### src/rtl/hdu_sb_if.sv
// -----------------------------------------------------------------------------
// hdu_sb_if : decode <-> hazard scoreboard bundle.
//
// Carries the two issue-slot descriptors, the retirement ports, the flush
// strobe and the grant/ID/lock results of hdu_sb.
//   master : decode / retire side (drives slot + commit + flush, reads grants)
//   slave  : hdu_sb itself
// Parameters: REG_W register address width, ID_W commit ID width,
//             COMMIT_PORTS number of retirement ports.
// -----------------------------------------------------------------------------
interface hdu_sb_if #(
    parameter int REG_W        = 5,
    parameter int ID_W         = 3,
    parameter int COMMIT_PORTS = 2
);
    logic                         a_valid_i;
    logic [REG_W-1:0]             a_rd_i;
    logic [REG_W-1:0]             a_rs1_i;
    logic [REG_W-1:0]             a_rs2_i;
    logic                         a_rd_we_i;
    logic                         a_br_i;
    logic                         a_csr_i;

    logic                         b_valid_i;
    logic [REG_W-1:0]             b_rd_i;
    logic [REG_W-1:0]             b_rs1_i;
    logic [REG_W-1:0]             b_rs2_i;
    logic                         b_rd_we_i;
    logic                         b_csr_i;

    logic [COMMIT_PORTS-1:0]      commit_valid_i;
    logic [COMMIT_PORTS*ID_W-1:0] commit_id_i;
    logic                         flush_i;

    logic [1:0]                   issue_o;
    logic                         stall_o;
    logic [ID_W-1:0]              a_id_o;
    logic [ID_W-1:0]              b_id_o;
    logic                         lock_o;

    modport master (
        output a_valid_i, a_rd_i, a_rs1_i, a_rs2_i, a_rd_we_i, a_br_i, a_csr_i,
        output b_valid_i, b_rd_i, b_rs1_i, b_rs2_i, b_rd_we_i, b_csr_i,
        output commit_valid_i, commit_id_i, flush_i,
        input  issue_o, stall_o, a_id_o, b_id_o, lock_o
    );

    modport slave (
        input  a_valid_i, a_rd_i, a_rs1_i, a_rs2_i, a_rd_we_i, a_br_i, a_csr_i,
        input  b_valid_i, b_rd_i, b_rs1_i, b_rs2_i, b_rd_we_i, b_csr_i,
        input  commit_valid_i, commit_id_i, flush_i,
        output issue_o, stall_o, a_id_o, b_id_o, lock_o
    );
endinterface

### src/rtl/hdu_sb.sv
// -----------------------------------------------------------------------------
// hdu_sb : parametrised dual-issue hazard scoreboard.
//
// Tracks destination registers of in-flight long-latency instructions in a
// DEPTH-entry table and grants issue to slot A / slot B when no RAW, WAW,
// intra-pair or B-before-A WAR hazard exists and enough free entries remain.
// Granted slots receive commit IDs; COMMIT_PORTS retirements per cycle free
// entries, with same-cycle bypass for hazard checks (not for capacity).
//
// Ports:
//   clk    : clock
//   rst_n  : asynchronous active-low reset
//   bus    : hdu_sb_if.slave (slot descriptors, commits, flush, grants/IDs)
//   perf_raw_o / perf_waw_o / perf_full_o : 32-bit denial counters, present
//            only when HDU_PERF_CNT_EN is defined.
//
// Optional feature macro: HDU_PERF_CNT_EN.
// -----------------------------------------------------------------------------
module hdu_sb #(
    parameter int DEPTH        = 8,
    parameter int ID_W         = $clog2(DEPTH),
    parameter int COMMIT_PORTS = 2,
    parameter int REG_W        = 5,
    parameter int BR_HOLD      = 3
) (
    input  logic        clk,
    input  logic        rst_n,
    hdu_sb_if.slave     bus
`ifdef HDU_PERF_CNT_EN
    ,
    output logic [31:0] perf_raw_o,
    output logic [31:0] perf_waw_o,
    output logic [31:0] perf_full_o
`endif
);

    localparam int CNT_W = $clog2(DEPTH + 1);

    // ---------------------------------------------------------------- state
    logic [DEPTH-1:0] ent_v;
    logic [REG_W-1:0] ent_rd [DEPTH];
    logic [3:0]       hold_cnt;

    // ---------------------------------------------------------- qualifiers
    logic a_rs1_chk, a_rs2_chk, a_rd_chk;
    logic b_rs1_chk, b_rs2_chk, b_rd_chk;

    assign a_rs1_chk = bus.a_valid_i && (bus.a_rs1_i != '0);
    assign a_rs2_chk = bus.a_valid_i && (bus.a_rs2_i != '0);
    assign a_rd_chk  = bus.a_valid_i && bus.a_rd_we_i && (bus.a_rd_i != '0);
    assign b_rs1_chk = bus.b_valid_i && (bus.b_rs1_i != '0);
    assign b_rs2_chk = bus.b_valid_i && (bus.b_rs2_i != '0);
    assign b_rd_chk  = bus.b_valid_i && bus.b_rd_we_i && (bus.b_rd_i != '0);

    // ------------------------------------------ commit decode / live entries
    logic [DEPTH-1:0] commit_hit;
    logic [DEPTH-1:0] live;

    always_comb begin
        commit_hit = '0;
        for (int unsigned i = 0; i < DEPTH; i++) begin
            for (int unsigned k = 0; k < COMMIT_PORTS; k++) begin
                if (bus.commit_valid_i[k] &&
                    (bus.commit_id_i[k*ID_W +: ID_W] == ID_W'(i)))
                    commit_hit[i] = 1'b1;
            end
        end
    end

    // A commit arriving this cycle already releases its register for hazard
    // checks, even though the entry is not yet reusable.
    assign live = ent_v & ~commit_hit;

    // ------------------------------------------------------- table hazards
    logic a_raw, a_waw, b_raw_t, b_waw_t;

    always_comb begin
        a_raw   = 1'b0;
        a_waw   = 1'b0;
        b_raw_t = 1'b0;
        b_waw_t = 1'b0;
        for (int unsigned i = 0; i < DEPTH; i++) begin
            if (live[i]) begin
                if ((a_rs1_chk && (ent_rd[i] == bus.a_rs1_i)) ||
                    (a_rs2_chk && (ent_rd[i] == bus.a_rs2_i)))
                    a_raw = 1'b1;
                if (a_rd_chk && (ent_rd[i] == bus.a_rd_i))
                    a_waw = 1'b1;
                if ((b_rs1_chk && (ent_rd[i] == bus.b_rs1_i)) ||
                    (b_rs2_chk && (ent_rd[i] == bus.b_rs2_i)))
                    b_raw_t = 1'b1;
                if (b_rd_chk && (ent_rd[i] == bus.b_rd_i))
                    b_waw_t = 1'b1;
            end
        end
    end

    // ------------------------------------------------- intra-pair hazards
    logic intra_raw, intra_waw, intra_csr, intra, war;
    logic hz_a, hz_b;

    assign intra_raw = a_rd_chk &&
                       ((b_rs1_chk && (bus.b_rs1_i == bus.a_rd_i)) ||
                        (b_rs2_chk && (bus.b_rs2_i == bus.a_rd_i)));
    assign intra_waw = a_rd_chk && b_rd_chk && (bus.a_rd_i == bus.b_rd_i);
    assign intra_csr = bus.a_csr_i && bus.b_csr_i;
    assign intra     = intra_raw || intra_waw || intra_csr;

    // B would overwrite a source that an older, un-issued A still needs.
    assign war = b_rd_chk &&
                 ((a_rs1_chk && (bus.b_rd_i == bus.a_rs1_i)) ||
                  (a_rs2_chk && (bus.b_rd_i == bus.a_rs2_i)));

    assign hz_a = a_raw || a_waw;
    assign hz_b = b_raw_t || b_waw_t;

    // ------------------------------------------- free count / free indices
    logic [CNT_W-1:0] free_cnt;
    logic [ID_W-1:0]  free_1st, free_2nd;
    logic             found_1st, found_2nd;

    always_comb begin
        free_cnt  = '0;
        free_1st  = '0;
        free_2nd  = '0;
        found_1st = 1'b0;
        found_2nd = 1'b0;
        for (int unsigned i = 0; i < DEPTH; i++) begin
            if (!ent_v[i]) begin
                free_cnt = free_cnt + CNT_W'(1);
                if (!found_1st) begin
                    free_1st  = ID_W'(i);
                    found_1st = 1'b1;
                end else if (!found_2nd) begin
                    free_2nd  = ID_W'(i);
                    found_2nd = 1'b1;
                end
            end
        end
    end

    // ------------------------------------------------------------- grants
    logic             g_a, g_b;
    logic [CNT_W-1:0] b_need;
    logic [ID_W-1:0]  b_slot;
    logic             a_full, b_full;

    assign b_need = g_a ? CNT_W'(2) : CNT_W'(1);
    assign a_full = (free_cnt < CNT_W'(1));
    assign b_full = (free_cnt < b_need);

    assign g_a = !bus.flush_i && bus.a_valid_i && !hz_a && !a_full;
    assign g_b = !bus.flush_i && bus.b_valid_i && !hz_b && !intra &&
                 (hold_cnt == 4'd0) && !b_full &&
                 (g_a || !bus.a_valid_i || !war);

    assign b_slot = g_a ? free_2nd : free_1st;

    assign bus.issue_o = {g_b, g_a};
    assign bus.stall_o = bus.flush_i || (bus.a_valid_i && !g_a) ||
                         (bus.b_valid_i && !g_b);
    assign bus.a_id_o  = g_a ? free_1st : '0;
    assign bus.b_id_o  = g_b ? b_slot   : '0;
    assign bus.lock_o  = |ent_v;

    // ------------------------------------------------------- table update
    logic [DEPTH-1:0] ent_v_nxt;

    // Commits are applied first so an allocation to the same index wins.
    always_comb begin
        ent_v_nxt = ent_v & ~commit_hit;
        if (g_a)
            ent_v_nxt[free_1st] = a_rd_chk;
        if (g_b)
            ent_v_nxt[b_slot] = b_rd_chk;
    end

    always_ff @(posedge clk or negedge rst_n) begin
        if (!rst_n) begin
            ent_v <= '0;
            for (int unsigned i = 0; i < DEPTH; i++)
                ent_rd[i] <= '0;
        end else begin
            ent_v <= ent_v_nxt;
            if (g_a)
                ent_rd[free_1st] <= bus.a_rd_i;
            if (g_b)
                ent_rd[b_slot] <= bus.b_rd_i;
        end
    end

    // ------------------------------------------------ branch shadow hold
    always_ff @(posedge clk or negedge rst_n) begin
        if (!rst_n)
            hold_cnt <= '0;
        else if (bus.flush_i)
            hold_cnt <= '0;
        else if (g_a && bus.a_br_i)
            hold_cnt <= 4'(BR_HOLD);
        else if (hold_cnt != 4'd0)
            hold_cnt <= hold_cnt - 4'd1;
    end

`ifdef HDU_PERF_CNT_EN
    // --------------------------------------------- performance counters
    logic den_a, den_b, ev_raw, ev_waw, ev_full;

    assign den_a   = bus.a_valid_i && !g_a;
    assign den_b   = bus.b_valid_i && !g_b;
    assign ev_raw  = (den_a && a_raw) || (den_b && (b_raw_t || intra_raw));
    assign ev_waw  = (den_a && a_waw) || (den_b && (b_waw_t || intra_waw));
    assign ev_full = (den_a && a_full) || (den_b && b_full);

    always_ff @(posedge clk or negedge rst_n) begin
        if (!rst_n) begin
            perf_raw_o  <= '0;
            perf_waw_o  <= '0;
            perf_full_o <= '0;
        end else if (!bus.flush_i) begin
            if (ev_raw)
                perf_raw_o <= perf_raw_o + 32'd1;
            if (ev_waw)
                perf_waw_o <= perf_waw_o + 32'd1;
            if (ev_full)
                perf_full_o <= perf_full_o + 32'd1;
        end
    end
`endif

endmodule
### src/flat_wrapper.sv
// flat-port wrapper written by rule: the top's interface ports become plain ports
module hdu_sb_flat 
#(
    parameter int DEPTH        = 8,
    parameter int ID_W         = $clog2(DEPTH),
    parameter int COMMIT_PORTS = 2,
    parameter int REG_W        = 5,
    parameter int BR_HOLD      = 3
)
  (clk, rst_n, bus_a_valid_i, bus_a_rd_i, bus_a_rs1_i, bus_a_rs2_i, bus_a_rd_we_i, bus_a_br_i, bus_a_csr_i, bus_b_valid_i, bus_b_rd_i, bus_b_rs1_i, bus_b_rs2_i, bus_b_rd_we_i, bus_b_csr_i, bus_commit_valid_i, bus_commit_id_i, bus_flush_i, bus_issue_o, bus_stall_o, bus_a_id_o, bus_b_id_o, bus_lock_o);
  hdu_sb_if #(.REG_W(REG_W), .ID_W(ID_W), .COMMIT_PORTS(COMMIT_PORTS)) bus_i ();
  input  logic clk;
  input  logic rst_n;
  input wire logic [$bits(bus_i.a_valid_i)-1:0] bus_a_valid_i;
  input wire logic [$bits(bus_i.a_rd_i)-1:0] bus_a_rd_i;
  input wire logic [$bits(bus_i.a_rs1_i)-1:0] bus_a_rs1_i;
  input wire logic [$bits(bus_i.a_rs2_i)-1:0] bus_a_rs2_i;
  input wire logic [$bits(bus_i.a_rd_we_i)-1:0] bus_a_rd_we_i;
  input wire logic [$bits(bus_i.a_br_i)-1:0] bus_a_br_i;
  input wire logic [$bits(bus_i.a_csr_i)-1:0] bus_a_csr_i;
  input wire logic [$bits(bus_i.b_valid_i)-1:0] bus_b_valid_i;
  input wire logic [$bits(bus_i.b_rd_i)-1:0] bus_b_rd_i;
  input wire logic [$bits(bus_i.b_rs1_i)-1:0] bus_b_rs1_i;
  input wire logic [$bits(bus_i.b_rs2_i)-1:0] bus_b_rs2_i;
  input wire logic [$bits(bus_i.b_rd_we_i)-1:0] bus_b_rd_we_i;
  input wire logic [$bits(bus_i.b_csr_i)-1:0] bus_b_csr_i;
  input wire logic [$bits(bus_i.commit_valid_i)-1:0] bus_commit_valid_i;
  input wire logic [$bits(bus_i.commit_id_i)-1:0] bus_commit_id_i;
  input wire logic [$bits(bus_i.flush_i)-1:0] bus_flush_i;
  output wire logic [$bits(bus_i.issue_o)-1:0] bus_issue_o;
  output wire logic [$bits(bus_i.stall_o)-1:0] bus_stall_o;
  output wire logic [$bits(bus_i.a_id_o)-1:0] bus_a_id_o;
  output wire logic [$bits(bus_i.b_id_o)-1:0] bus_b_id_o;
  output wire logic [$bits(bus_i.lock_o)-1:0] bus_lock_o;
  assign bus_i.a_valid_i = bus_a_valid_i;
  assign bus_i.a_rd_i = bus_a_rd_i;
  assign bus_i.a_rs1_i = bus_a_rs1_i;
  assign bus_i.a_rs2_i = bus_a_rs2_i;
  assign bus_i.a_rd_we_i = bus_a_rd_we_i;
  assign bus_i.a_br_i = bus_a_br_i;
  assign bus_i.a_csr_i = bus_a_csr_i;
  assign bus_i.b_valid_i = bus_b_valid_i;
  assign bus_i.b_rd_i = bus_b_rd_i;
  assign bus_i.b_rs1_i = bus_b_rs1_i;
  assign bus_i.b_rs2_i = bus_b_rs2_i;
  assign bus_i.b_rd_we_i = bus_b_rd_we_i;
  assign bus_i.b_csr_i = bus_b_csr_i;
  assign bus_i.commit_valid_i = bus_commit_valid_i;
  assign bus_i.commit_id_i = bus_commit_id_i;
  assign bus_i.flush_i = bus_flush_i;
  assign bus_issue_o = bus_i.issue_o;
  assign bus_stall_o = bus_i.stall_o;
  assign bus_a_id_o = bus_i.a_id_o;
  assign bus_b_id_o = bus_i.b_id_o;
  assign bus_lock_o = bus_i.lock_o;
  hdu_sb #(.DEPTH(DEPTH), .ID_W(ID_W), .COMMIT_PORTS(COMMIT_PORTS), .REG_W(REG_W), .BR_HOLD(BR_HOLD)) u_core (.clk(clk), .rst_n(rst_n), .bus(bus_i));
endmodule
### config.mk
export PLATFORM = sky130hd
export DESIGN_NAME = hdu_sb_flat
export DESIGN_NICKNAME = d
export VERILOG_FILES = /design/src/rtl/hdu_sb_if.sv /design/src/rtl/hdu_sb.sv /design/src/flat_wrapper.sv
export SDC_FILE = /design/constraint.sdc
export NUM_CORES = 1
export LEC_CHECK = 0
export ABC_AREA = 1
export BUFFER_PORTS_ARGS = -buffer_cell sky130_fd_sc_hd__buf_2
export CAP_MARGIN = 20
export CORE_ASPECT_RATIO = 2
export CORE_MARGIN = 4
export CORE_UTILIZATION = 59
export CTS_CLUSTER_DIAMETER = 60
export CTS_CLUSTER_SIZE = 8
export DETAILED_ROUTE_END_ITERATION = 10
export PLACE_DENSITY = 0.88
export SLEW_MARGIN = 10
export SYNTH_ARGS = -nofsm -noshare
export SYNTH_HDL_FRONTEND = slang
export SYNTH_SLANG_ARGS = --single-unit
export TNS_END_PERCENT = 30
### constraint.sdc
create_clock -name clk -period 15.6 [get_ports clk]
set_input_delay 0.78 -clock clk [delete_from_list [all_inputs] [get_ports clk]]
set_output_delay 0.78 -clock clk [all_outputs]
set_load 0.01 [all_outputs]
==> results of run 1 <==
[critical path: cells and delay by family, from the launching register on]
kind	cells	cell delay (ns)
adder cells (fa/ha/maj)	7	2.08
AND/OR/NAND/NOR	19	2.51
flip-flops	1	0.39
buffers and inverters	8	1.06
AO/OA/AOI/OAI	1	0.11
[synthesized netlist by cell type (35+ instances only)]
master,number,share of area (%)
nand2_1,259,12
xor2_1,138,15
xnor2_1,125,14
inv_1,70,3.3
o21ai_1,69,4.3
nor2_1,61,2.9
buf_2,60,3.8
dfrtp_1,52,16
nand3_1,49,3.1
nor3_1,49,3.1
o21ai_0,46,2.9
nand4_1,35,2.7
[cell type report]
class                      instances  area share [%]
clock buffer                       6            1.59
timing repair buffer              59            3.71
inverter                          76            3.53
clock inverter                     2           0.479
tap                              152            2.35
sequential                        52            16.1
multi-input combinational        940            72.3
[report_power, final]
group / internal [W] / switching [W] / total [W]
Clock: 0.0000764 / 0.0000509 / 0.000127
Sequential: 0.000164 / 0.000111 / 0.000275
Combinational: 0.000354 / 0.000577 / 0.000931
[registers in the layout, indices dropped and copies added, names as in the netlist]
| register | count |
|---|---|
| u_core.ent_rd | 40 |
| u_core.hold_cnt | 4 |
| u_core.ent_v | 8 |
[cell families (layout without fill, tap and decap cells)]
group / Yosys count / after routing / synth area share [%]
simple gates: 526 / 526 / 33.2
xor+xnor: 264 / 264 / 29.1
buf+inv: 171 / 143 / 10.3
compound gates: 140 / 140 / 9.41
flops: 52 / 52 / 16.3
fa+ha+maj: 10 / 10 / 1.57
[cells in the final DEF (no fill, tap or decap), types with 46 or more instances in the layout]
| cell | count |
|---|---|
| xor2_1 | 138 |
| buf_2 | 57 |
| nand2_1 | 258 |
| inv_1 | 70 |
| xnor2_1 | 125 |
| nor3_1 | 49 |
| nor2_1 | 61 |
| nand3_1 | 49 |
| o21ai_0 | 46 |
| dfrtp_1 | 52 |
| o21ai_1 | 69 |
[per-layer routing]
metal	track usage [%]	wire [µm]	vias to the layer above
met5	0	0	-
met4	31.0	2820	0
met3	5.18	2490	205
met2	56.9	12400	509
met1	35.4	8700	3655
li1	-	-	3652
[final timing paths]
| check | start | end |
|---|---|---|
| worst max-delay path | u_core.ent_v[0] | bus_stall_o |
| worst min-delay path | u_core.hold_cnt[2] | u_core.hold_cnt[2] |
| worst max register to register | u_core.ent_v[0] | u_core.ent_v[0] |
| worst min register to register | u_core.hold_cnt[2] | u_core.hold_cnt[2] |
| max in group asynchronous | rst_n | u_core.ent_rd[21] |
| min in group asynchronous | rst_n | u_core.hold_cnt[3] |
[stage by stage]
step	setup WS, ns	instances	util [%]
2_1_floorplan	9.48	1163	-
3_3_place_gp	8.95	1279	60.3
3_5_place_dp	8.73	1279	60.3
4_1_cts	8.39	1287	61.6
5_1_grt	7.89	1287	61.6
6_report	8.37	1287	61.6
==> flow_summary.yaml, run 1 <==
hold_path:
  hold_path_class: "flop to flop"
  worstHoldPathCells: 3
setup_path:
  crit_fanout: 56
  worst_path_largest_cell_delay_ns: 0.55
  timing.critical_path.arrival_ns: 6.45
  rrSetupSlack_ns: 9.29
  worst-setup-path-type: "flop to output pin"
  crit_end_element: "output pin"
  crit_slowest_cell: "buf_4"
  start_kind: "flop"
  critical-path-top-cell-by-count: "nand2_1"
  worst-endpoint-required_ns: 14.82
  worstRegToRegCells: 35
route:
  route.antenna.remaining_nets: 0
  via_count: 8021
  viasPerCell: 6.23
  wirelength_um: 26400
  routed_wire_length_per_instance_um: 20.5
  drt-initial-drc-count: 737
  final_routed_drc_violation_total: 0
  dr.pass1.iters: 5
clocking:
  clock_sinks: 52
  later_pin_clock_latency_in_the_skew_report_ns: 0.30
  tritoncts_clock_tree: "done"
  postCtsSetupRepairBufs: 0
  clkSlewWorstSetupHoldPaths_ns: 0.07
  clk_root_buffer_cell: "clkbuf_16"
  post_cts_resized: 0
  maximum_clock_insertion_buffer_count: 2
  clock_tree.htree_level_count: 2
  cts_hold_buf: 0
  cts_buffers: 5
timing:
  fin_setup_tns_ns: 0
  grt_setup_unrepaired: "no"
  final_hold_viol_count: 0
  finalCritPeriodShare_pct: 46.3
  count_of_final_max_slew_check_failures: 0
  fin_hold_ws_ns: 0.555
  finalSetupViolations: 0
  tightest_pin_transition_ns: 0.963
  final.setup_skew_ns: 0.00787
  min_period_ns: 7.23
  relSlewSlack_pct: 35.7
  timing.fmax_mhz: 138
placement:
  finalWeightedCongestion: 1.02
  placement.io_buffers: 57
  post-dp-hpwl_um: 19200
  post_dp_cell_area_um2: 7920
final_layout:
  fin_area_um2: 8090
  final_net_count: 1192
  n_antenna_cell: 0
  area.sequential_um2: 1300
  area_growth_syn_to_layout_pct: 1.52
  total_area_of_multi_input_combinational_cells_um2: 5850
  share_of_layout_cells_above_drive_strength_1_pct: 12.5
  n_fill_cell: 1212
synth:
  synth.cell_area_um2: 7970
  synth.yosys.warnings: 0
  synth_flop_cell: "dfrtp_1"
  synth-seq-area-share_pct: 16.3
  yosys_register_bits: 52
  postSynthAreaPerCell_um2: 6.85
  postSynthNetCount: 1221
  synth_enable_flop_cells: 0
  synth_cell_types: 44
  syn_inst: 1163
  synth_async_sr_flop_share_pct: 100
floorplan:
  row_cnt: 59
  die_y_um: 172
  initial_utilization_pct: 60.6
  die_width_um: 90.2
  die_area_um2: 15500
  number_of_top_level_pins: 58
  design.core.area_um2: 13100
flow_run:
  cap_viol_max_count: 0
global_routing:
  gr-usage-all-layers_pct: 33.4
  maximum_number_of_pins_on_one_net_before_global_route_repair: 57
  first_global_vias: 7701
  grt_antenna_before_repair: 0
  overflow: 0
  global_route_wire_length_before_repair_um: 40500
outcome:
  status: "finished clean"
power_and_ir_drop:
  powerDensity_nw_per_um2: 165
  power.static_leakage_nw: 3.78
  vdd.ir_drop.worst_v: 0.000203
  power_w: 0.00133
No activity file was read; power rests on OpenSTA's default activity.
==> run 2, diff against run 1 <==
CORE_UTILIZATION = 57   (was 59)
PLACE_DENSITY = 0.89   (was 0.88)
clock period = 6 ns   (was 15.6 ns; I/O delays follow)
==> run 2 against run 1 <==
Flip-flop and latch count did not move; cell count rose by 3.2%; clock skew barely moved; register-to-register slack got worse by 8.9 ns; critical path depth did not move; critical path type unchanged; critical endpoint unchanged; largest power group unchanged.
==> flow_summary.yaml, run 2 (synthesized netlist as in run 1, its figures left out) <==
outcome:
  status: "finished clean"
clocking:
  cts_buffers: 5
  clock_sinks: 52
  clkSlewWorstSetupHoldPaths_ns: 0.07
  cts_hold_buf: 0
  clock_tree.htree_level_count: 2
  maximum_clock_insertion_buffer_count: 2
  clk_root_buffer_cell: "clkbuf_16"
  tritoncts_clock_tree: "done"
  later_pin_clock_latency_in_the_skew_report_ns: 0.30
timing:
  timing.fmax_mhz: 176
  worst_slack_ns: 0.302
  final.setup_skew_ns: 0.00825
  final_hold_viol_count: 0
  fin_setup_tns_ns: 0
  finalSetupViolations: 0
  finalCritPeriodShare_pct: 95.0
  count_of_final_max_slew_check_failures: 0
  relSlewSlack_pct: 35.5
  tightest_pin_transition_ns: 0.966
  fin_hold_ws_ns: 0.117
  min_period_ns: 5.70
final_layout:
  n_fill_cell: 1240
  number_of_flip_flops_under_the_largest_register_name: 40
  share_of_layout_cells_above_drive_strength_1_pct: 13.6
  final_net_count: 1199
  final_cell_mix: "nand2_1, xor2_1, xnor2_1"
  largest_register: "u_core.ent_rd"
  layout_commonest_cell: "nand2_1"
  area_growth_syn_to_layout_pct: 3.23
  layout_top_registers: "u_core.ent_rd x40, u_core.ent_v x8, u_core.hold_cnt x4"
  n_antenna_cell: 0
floorplan:
  row_cnt: 60
  die_width_um: 91.6
  design.core.area_um2: 13600
  die_y_um: 175
  initial_utilization_pct: 58.6
  number_of_top_level_pins: 58
  die_area_um2: 16100
setup_path:
  start_kind: "flop"
  crit_fanout: 8
  worst-endpoint-required_ns: 5.70
  critical-path-top-cell-by-count: "nand2_1"
  timing.critical_path.arrival_ns: 5.40
  crit_slowest_cell: "dfrtp_1"
  worst_path_largest_cell_delay_ns: 0.42
  worst-setup-path-type: "flop to output pin"
  crit_end_element: "output pin"
power_and_ir_drop:
  combinationalPowerShare_pct: 72.8
  power.static_leakage_nw: 3.81
  powerDensity_nw_per_um2: 450
  clockPowerShare_pct: 8.0
  power_switching_share_pct: 55.3
  power_report.internal_total_w: 0.00166
  power_frac_seq_pct: 19.1
  vdd.ir_drop.worst_v: 0.000452
  sw_pwr_w: 0.00205
global_routing:
  global_route_wire_length_before_repair_um: 42600
  overflow: 0
  grt_antenna_before_repair: 0
  gr-usage-all-layers_pct: 34.3
  first_global_vias: 7918
  maximum_number_of_pins_on_one_net_before_global_route_repair: 53
route:
  route.antenna.remaining_nets: 0
  wirelength_um: 27700
  via_count: 8149
  drt-initial-drc-count: 902
  dr.pass1.iters: 5
  final_routed_drc_violation_total: 0
  routed_wire_length_per_instance_um: 20.9
  viasPerCell: 6.14
hold_path:
  hold_path_class: "input port to asynchronous set/reset pin"
placement:
  post-dp-hpwl_um: 19600
  placement.io_buffers: 57
  finalWeightedCongestion: 1.06
  placement.setup.worst_slack_ns: 0.101
flow_run:
  cap_viol_max_count: 0
==> run 2: cell count changes in the layout (fill, tap and decap cells not counted), sizes merged <==
cell	before	now
buf	59	66
clkbuf	6	7
inv	76	75
clkinvlp	0	1
bufinv	1	0
==> run 2: path summary, 6_finish.rpt <==
path | slack [ns] | startpoint | cells after the start | endpoint
max | 0.30 | u_core.ent_v[0] | 35 | bus_stall_o
min | 0.12 | rst_n | 2 | u_core.ent_rd[23]
max reg2reg | 0.41 | u_core.ent_v[0] | 34 | u_core.ent_rd[23]
min reg2reg | 0.55 | u_core.hold_cnt[1] | 2 | u_core.hold_cnt[1]
max in group asynchronous | 5.39 | rst_n | 2 | u_core.ent_v[6]
min in group clk | 0.29 | bus_flush_i | 4 | u_core.hold_cnt[2]
==> run 2: area by class of cell <==
type	count	area, µm²	area share [%]
Timing Repair Buffer	66	367	4.46
Multi-Input combinational cell	940	5890	71.6
Sequential cell	52	1300	15.8
Tap cell	186	233	2.83
Clock inverter	1	7.51	0.0913
Inverter	76	285	3.47
Clock buffer	7	143	1.73
==> run 2: power groups by stage <==
stage                     Clock [W]  Combinational (W)  Sequential, W
after floorplan                   0            0.00226       0.000454
after global placement            0            0.00233       0.000686
after detailed placement          0            0.00244       0.000689
after CTS                  0.000296            0.00250       0.000682
after global routing       0.000309            0.00299       0.000698
final                      0.000298            0.00270       0.000709
==> run 2: layer usage <==
metal | GRT usage, % | vias to the layer above | wire length, µm
met3 | 6.72 | 236 | 2930
met1 | 37.2 | 3677 | 8830
met5 | 0 | - | 0
met4 | 28.0 | 0 | 2760
li1 | - | 3655 | -
met2 | 56.9 | 581 | 13200
==> run 2: repair_timing <==
action / in CTS / in global routing
resized for setup: 3 / 8
buffers inserted: 1 / 4
setup endpoints to repair: 5 / 54
pin swaps: 0 / 5
==> run 2: per-stage QoR <==
| step | total power (W) | instances | instance area [µm²] | util, % |
|---|---|---|---|---|
| after floorplan | 0.00271 | 1163 | 7970 | - |
| after global placement | 0.00302 | 1314 | 7990 | 58.8 |
| after detailed placement | 0.00313 | 1314 | 7990 | 58.8 |
| after CTS | 0.00348 | 1323 | 8160 | 60.0 |
| after global routing | 0.00400 | 1328 | 8230 | 60.5 |
| final | 0.00370 | 1328 | 8230 | 60.5 |
==> run 2: critical path: cells and delay by family, from the launching register on <==
family	cells	cell delay (ns)
flip-flops	1	0.42
adder cells (fa/ha/maj)	6	1.66
buffers and inverters	9	0.66
AND/OR/NAND/NOR	19	2.30
AO/OA/AOI/OAI	1	0.08
